## config.mk

```make
export PLATFORM = sky130hd
export DESIGN_NAME = lvds_frame_rx
export DESIGN_NICKNAME = d
export VERILOG_FILES = /design/src/rtl/lvds_frame_rx.sv
export SDC_FILE = /design/constraint.sdc
export NUM_CORES = 1
export LEC_CHECK = 0
export ABC_AREA = 1
export BUFFER_PORTS_ARGS = -buffer_cell sky130_fd_sc_hd__buf_2
export CORE_MARGIN = 2
export CORE_UTILIZATION = 56
export CTS_CLUSTER_SIZE = 20
export DETAILED_ROUTE_END_ITERATION = 16
export PLACE_DENSITY = 0.75
export SLEW_MARGIN = 10
export SYNTH_ARGS = -nofsm -noshare
export SYNTH_HDL_FRONTEND = slang
export SYNTH_SLANG_ARGS = --single-unit
export TNS_END_PERCENT = 5
```

## constraint.sdc

```tcl
create_clock -name clk -period 1.9 [get_ports clk]
set_input_delay 0.095 -clock clk [delete_from_list [all_inputs] [get_ports clk]]
set_output_delay 0.095 -clock clk [all_outputs]
set_load 0.05 [all_outputs]
```

## src/rtl/lvds_frame_rx.sv

```systemverilog
// lvds_frame_rx
//   Serial front end of the breakout host link. Assembles WORD_BITS-bit words
//   (MSB first) from the LVDS data line, finds frame alignment from a periodic
//   sync word, holds lock with a flywheel, and emits payload words with their
//   slot index.
//
//   state  | meaning
//   -------+------------------------------------------------------------
//   HUNT   | bit-by-bit search for SYNC_WORD; no payload output
//   VERIFY | candidate alignment found; counting correctly spaced syncs
//   LOCKED | aligned; payload emitted, missing syncs counted (flywheel)
//
// Ports
//   clk        in   bit clock, one serial bit per rising edge
//   reset      in   synchronous, active-high
//   din        in   serial data, already synchronised to clk
//   word       out  last emitted payload word (held between strobes)
//   word_valid out  one-cycle strobe; word/word_idx valid
//   word_idx   out  payload slot index 1..FRAME_WORDS-1
//   locked     out  high while in LOCKED
//   sync_err   out  one-cycle pulse on a missing sync word while LOCKED
module lvds_frame_rx #(
  parameter int                   WORD_BITS     = 12,
  parameter int                   FRAME_WORDS   = 4,
  parameter logic [WORD_BITS-1:0] SYNC_WORD     = 12'b000100000000,
  parameter int                   LOCK_MATCHES  = 2,
  parameter int                   UNLOCK_MISSES = 2
) (
  input  logic                 clk,
  input  logic                 reset,
  input  logic                 din,
  output logic [WORD_BITS-1:0] word,
  output logic                 word_valid,
  output logic [7:0]           word_idx,
  output logic                 locked,
  output logic                 sync_err
);

  localparam int BC_W = (WORD_BITS > 1) ? $clog2(WORD_BITS) : 1;
  localparam int MC_W = $clog2(LOCK_MATCHES + 1);
  localparam int MS_W = $clog2(UNLOCK_MISSES + 1);

  localparam logic [BC_W-1:0] BIT_LAST  = BC_W'(WORD_BITS - 1);
  localparam logic [7:0]      SLOT_LAST = 8'(FRAME_WORDS - 1);
  localparam logic [MC_W-1:0] LOCK_M    = MC_W'(LOCK_MATCHES);
  localparam logic [MS_W-1:0] UNLOCK_M  = MS_W'(UNLOCK_MISSES);

  typedef enum logic [1:0] {S_HUNT, S_VERIFY, S_LOCKED} state_e;

  state_e                 state_q, state_d;
  // Only the older WORD_BITS-1 bits are stored; the newest bit is din itself.
  logic [WORD_BITS-2:0]   sr_q;
  logic [BC_W-1:0]        bit_cnt_q, bit_cnt_d;
  logic [7:0]             slot_q, slot_d;
  logic [MC_W-1:0]        match_cnt_q, match_cnt_d;
  logic [MS_W-1:0]        miss_cnt_q, miss_cnt_d;
  logic [WORD_BITS-1:0]   word_q, word_d;
  logic [7:0]             word_idx_q, word_idx_d;
  logic                   word_valid_q, word_valid_d;
  logic                   sync_err_q, sync_err_d;

  logic [WORD_BITS-1:0]   nsr;
  logic                   sync_hit, boundary, slot0_bnd;
  logic [MC_W-1:0]        match_inc;
  logic [MS_W-1:0]        miss_inc;

  assign nsr       = {sr_q, din};
  assign sync_hit  = (nsr == SYNC_WORD);
  assign boundary  = (bit_cnt_q == BIT_LAST);
  assign slot0_bnd = boundary && (slot_q == 8'd0);
  assign match_inc = match_cnt_q + MC_W'(1);
  assign miss_inc  = miss_cnt_q + MS_W'(1);

  // State register (all sequential state, outputs registered for latency 1)
  always_ff @(posedge clk) begin
    if (reset) begin
      state_q      <= S_HUNT;
      sr_q         <= '0;
      bit_cnt_q    <= '0;
      slot_q       <= '0;
      match_cnt_q  <= '0;
      miss_cnt_q   <= '0;
      word_q       <= '0;
      word_idx_q   <= '0;
      word_valid_q <= 1'b0;
      sync_err_q   <= 1'b0;
    end else begin
      state_q      <= state_d;
      sr_q         <= nsr[WORD_BITS-2:0];
      bit_cnt_q    <= bit_cnt_d;
      slot_q       <= slot_d;
      match_cnt_q  <= match_cnt_d;
      miss_cnt_q   <= miss_cnt_d;
      word_q       <= word_d;
      word_idx_q   <= word_idx_d;
      word_valid_q <= word_valid_d;
      sync_err_q   <= sync_err_d;
    end
  end

  // Next-state and counter logic
  always_comb begin
    state_d     = state_q;
    match_cnt_d = match_cnt_q;
    miss_cnt_d  = miss_cnt_q;
    bit_cnt_d   = boundary ? '0 : bit_cnt_q + BC_W'(1);
    slot_d      = slot_q;
    if (boundary) slot_d = (slot_q == SLOT_LAST) ? 8'd0 : slot_q + 8'd1;

    unique case (state_q)
      S_HUNT: begin
        bit_cnt_d = '0;
        slot_d    = '0;
        if (sync_hit) begin
          // The sync word just completed; next bit is bit 0 of slot 1.
          slot_d      = 8'd1;
          match_cnt_d = MC_W'(1);
          miss_cnt_d  = '0;
          state_d     = (LOCK_MATCHES == 1) ? S_LOCKED : S_VERIFY;
        end
      end
      S_VERIFY: begin
        if (slot0_bnd) begin
          if (sync_hit) begin
            match_cnt_d = match_inc;
            if (match_inc == LOCK_M) begin
              state_d    = S_LOCKED;
              miss_cnt_d = '0;
            end
          end else begin
            match_cnt_d = '0;
            state_d     = S_HUNT;
          end
        end
      end
      S_LOCKED: begin
        if (slot0_bnd) begin
          if (sync_hit) begin
            miss_cnt_d = '0;
          end else begin
            miss_cnt_d = miss_inc;
            if (miss_inc == UNLOCK_M) state_d = S_HUNT;
          end
        end
      end
      default: state_d = S_HUNT;
    endcase
  end

  // Output logic
  always_comb begin
    word_d       = word_q;
    word_idx_d   = word_idx_q;
    word_valid_d = 1'b0;
    sync_err_d   = 1'b0;
    if (state_q == S_LOCKED && boundary) begin
      if (slot_q != 8'd0) begin
        word_d       = nsr;
        word_idx_d   = slot_q;
        word_valid_d = 1'b1;
      end else if (!sync_hit) begin
        sync_err_d = 1'b1;
      end
    end
  end

  assign word       = word_q;
  assign word_idx   = word_idx_q;
  assign word_valid = word_valid_q;
  assign sync_err   = sync_err_q;
  assign locked     = (state_q == S_LOCKED);

endmodule

```

==> results.sh <==
export IMPL_outcome="finished, final reports clean"
export IMPL_synth_top_area_share_pct=48.8
export IMPL_worst_path_dominant_cell_family="buffers and inverters"
export IMPL_mostFrequentLayoutCells="dfxtp_1, inv_1, nor2_1, nand2_1, a21oi_1"
export IMPL_dp_hpwl_um=2890
export IMPL_cp_cell_sequence="inv_1 -> ha_1 -> nand3_1 -> nor2_1 -> inv_1 -> nand2_1 -> inv_2 -> buf_12 -> o21ai_0 -> a21oi_1"
export IMPL_drt_wl_total_um=3840
export IMPL_power_density_nw_per_um2=815
export IMPL_critPathKind="register to register"
export IMPL_worst_path_max_delay_cell="dfxtp_1"
export IMPL_hp_class="input pin to register"
export IMPL_post_cts_buffers=0
export IMPL_synth_top_family_by_area="simple AND/OR/NAND/NOR gates"
export IMPL_syn_inst=274
export IMPL_die_x_um=65.1
export IMPL_synth_area_top_cells="dfxtp_1, inv_1, nor2_1"
export IMPL_slew_headroom_pct=76.8
export IMPL_busiest_layer="met2"
export IMPL_synth_area_um2=2090
export IMPL_period_needed_ns=1.61
export IMPL_yosysWarnings=0
export IMPL_cts_buffer_depth=2
export IMPL_clkLatencyLatePin_ns=0.30
export IMPL_end_kind="register"
export IMPL_crit_fanout=40
export IMPL_tightest_slew_ns=0.345
export IMPL_via_count=1739
export IMPL_fmax_ghz=0.622
export IMPL_die_area_um2=4240
export IMPL_yosys_cell_types_count=26
export IMPL_yosysTopAreaCell="dfxtp_1"
export IMPL_synth_fp_nets=282
export IMPL_final_hold_violation_count=0
export IMPL_htreeDepth=2
export IMPL_setup_slack_ns=0.292
export IMPL_grt_usage_pct=20.6
export IMPL_place_ws_ns=0.293
export IMPL_io_pins=26
export IMPL_cts_resized=0
export IMPL_cts_made_buffers=5
export IMPL_max_stage_delay_ns=0.34
export IMPL_cts_num_sinks=51
export IMPL_initial_core_util_pct=57.6
export IMPL_cts_hold_repair_buffers=0
export IMPL_slew_viol_final=0
export IMPL_placed_area_um2=2250
export IMPL_clkSlewWorstSetupHoldPaths_ns=0.10
export IMPL_ant_nets=0
export IMPL_leakage_nw=1.10
export IMPL_grt_pass1_wl_um=6930
export IMPL_firstDrtPassIters=4
export IMPL_die_h_um=65.1
export IMPL_vias_per_cell=4.97
export IMPL_grtUsageMet1_pct=27.4
export IMPL_syn2layout_area_growth_pct=12.2
export IMPL_final_area_um2=2350
export IMPL_grt_use_met2_pct=33.9
export IMPL_drcViolationCount=0
export IMPL_fin_setup_tns_ns=0
export IMPL_fill_cells=353
export IMPL_arrival_ns=1.81
export IMPL_cts_root_buf="clkbuf_8"
export IMPL_seq_area_um2=1020
export IMPL_cap_violations=0
export IMPL_critPathMostFrequentCell="inv_1"
export IMPL_crit_path_start_kind="register"
export IMPL_synth_xor_area_share_pct=0.837
export IMPL_core_area_um2=3630
export IMPL_muxShareOfSynthArea_pct=0
export IMPL_clock_skew_ns=0.00817
export IMPL_drt_wirelength_per_cell_um=11.0
export IMPL_drt_iter0_markers=87
export IMPL_crit_buf_inv=4
export IMPL_multi_input_area_um2=855
export IMPL_worstPathRequired_ns=2.10
export IMPL_grt_max_degree=41
export IMPL_fin_hold_ws_ns=0.0252
export IMPL_drive_gt1_share_pct=14.9
export IMPL_synth_compound_area_share_pct=13.6
export IMPL_antenna_found_initial=0
export IMPL_tritoncts="done"
export IMPL_rsz0062_at_grt="no"
export IMPL_avgSynthCellArea_um2=7.64
export IMPL_overflow=0
export IMPL_finalSetupViolations=0
export IMPL_final_nets=309
export IMPL_seq_area_frac_synth_pct=48.8
export IMPL_met3_usage_pct=5.31
export IMPL_diodes=0
export IMPL_final_common_cell="dfxtp_1"
export IMPL_synth_seq_cells=51
export IMPL_synthAdderAreaFrac_pct=2.99
export IMPL_io_buffers=25
export IMPL_grt_pass1_vias=1621
export IMPL_synth_simple_gate_area_share_pct=23.4
export IMPL_fin_crit_sh_pct=84.6
export IMPL_rows=22
export IMPL_routabilityCongestion=0.847
export IMPL_vdd_ir_drop_max_uv=675
==> routing by layer <==
metal / wire (µm) / part of all wire, % / vias up
li1: - / - / 928
met1: 1890 / 49 / 779
met2: 1750 / 46 / 30
met3: 175 / 4.6 / 2
met4: 19 / 0.50 / 0
met5: 0 / 0 / -
==> worst paths after layout <==
path / start / endpoint / slack [ns] / cells past startpoint
worst max-delay path: slot_q[0]$_SDFFE_PP0P_ / word[3]$_SDFFE_PP0P_ / 0.29 / 10
worst min-delay path: din / sr_q[0]$_SDFF_PP0_ / 0.03 / 3
worst max register to register: slot_q[0]$_SDFFE_PP0P_ / word[3]$_SDFFE_PP0P_ / 0.29 / 10
worst min register to register: sr_q[0]$_SDFF_PP0_ / sr_q[1]$_SDFF_PP0_ / 0.45 / 2
==> report_power, final <==
group / switching [mW] / internal, mW / total, mW
logic: 0.109 / 0.0544 / 0.163
registers: 0.0153 / 1.09 / 1.10
clock network: 0.374 / 0.271 / 0.645
==> cell usage after synthesis (all sizes together) <==
cell	n
inv	42
o22ai	1
nand3b	2
clkbuf	4
nand3	13
or2	1
dfxtp	51
o21ai	26
a21oi	27
nand2	39
nor2	41
nand4	5
nor3b	2
xor2	2
nor3	6
ha	5
buf	4
nor4	1
a211oi	1
a31oi	1
==> through the flow <==
step	cells	utilization [%]	total power, mW
2_1_floorplan	274	-	1.25
3_3_place_gp	342	62.0	1.29
3_5_place_dp	342	62.0	1.29
4_1_cts	350	64.6	1.93
5_1_grt	350	64.6	1.99
6_report	350	64.6	1.91
==> area by class of cell <==
cell class / count / share of cell area, %
clock inverters: 3 / 1.12
multi-input cells: 173 / 36.4
well taps: 48 / 2.56
inverters: 42 / 6.71
flip-flops and latches: 51 / 43.5
repair buffers: 28 / 6.82
clock buffers: 5 / 2.93
==> worst reg2reg max path, delay by kind of cell, from the launching register on <==
kind / cells / cell delay, ns
flops: 1 / 0.34
fa+ha+maj: 1 / 0.17
buf+inv: 4 / 0.39
simple gates: 3 / 0.36
compound gates: 2 / 0.24
==> sequential cells by signal, indices dropped and copies added, names as in the netlist <==
signal,count
bit_cnt_q,4
match_cnt_q,2
miss_cnt_q,2
slot_q,8
sr_q,11
state_q,2
sync_err,1
word,12
word_idx,8
word_valid,1
==> kinds of logic (layout without fill, tap and decap cells) <==
kind of cell / after synthesis / in the layout
AND/OR/NAND/NOR: 110 / 110
buffers and inverters: 50 / 78
adder cells (fa/ha/maj): 5 / 5
flip-flops: 51 / 51
AO/OA/AOI/OAI: 56 / 56
XOR/XNOR: 2 / 2
No activity file was read; power rests on OpenSTA's default activity.
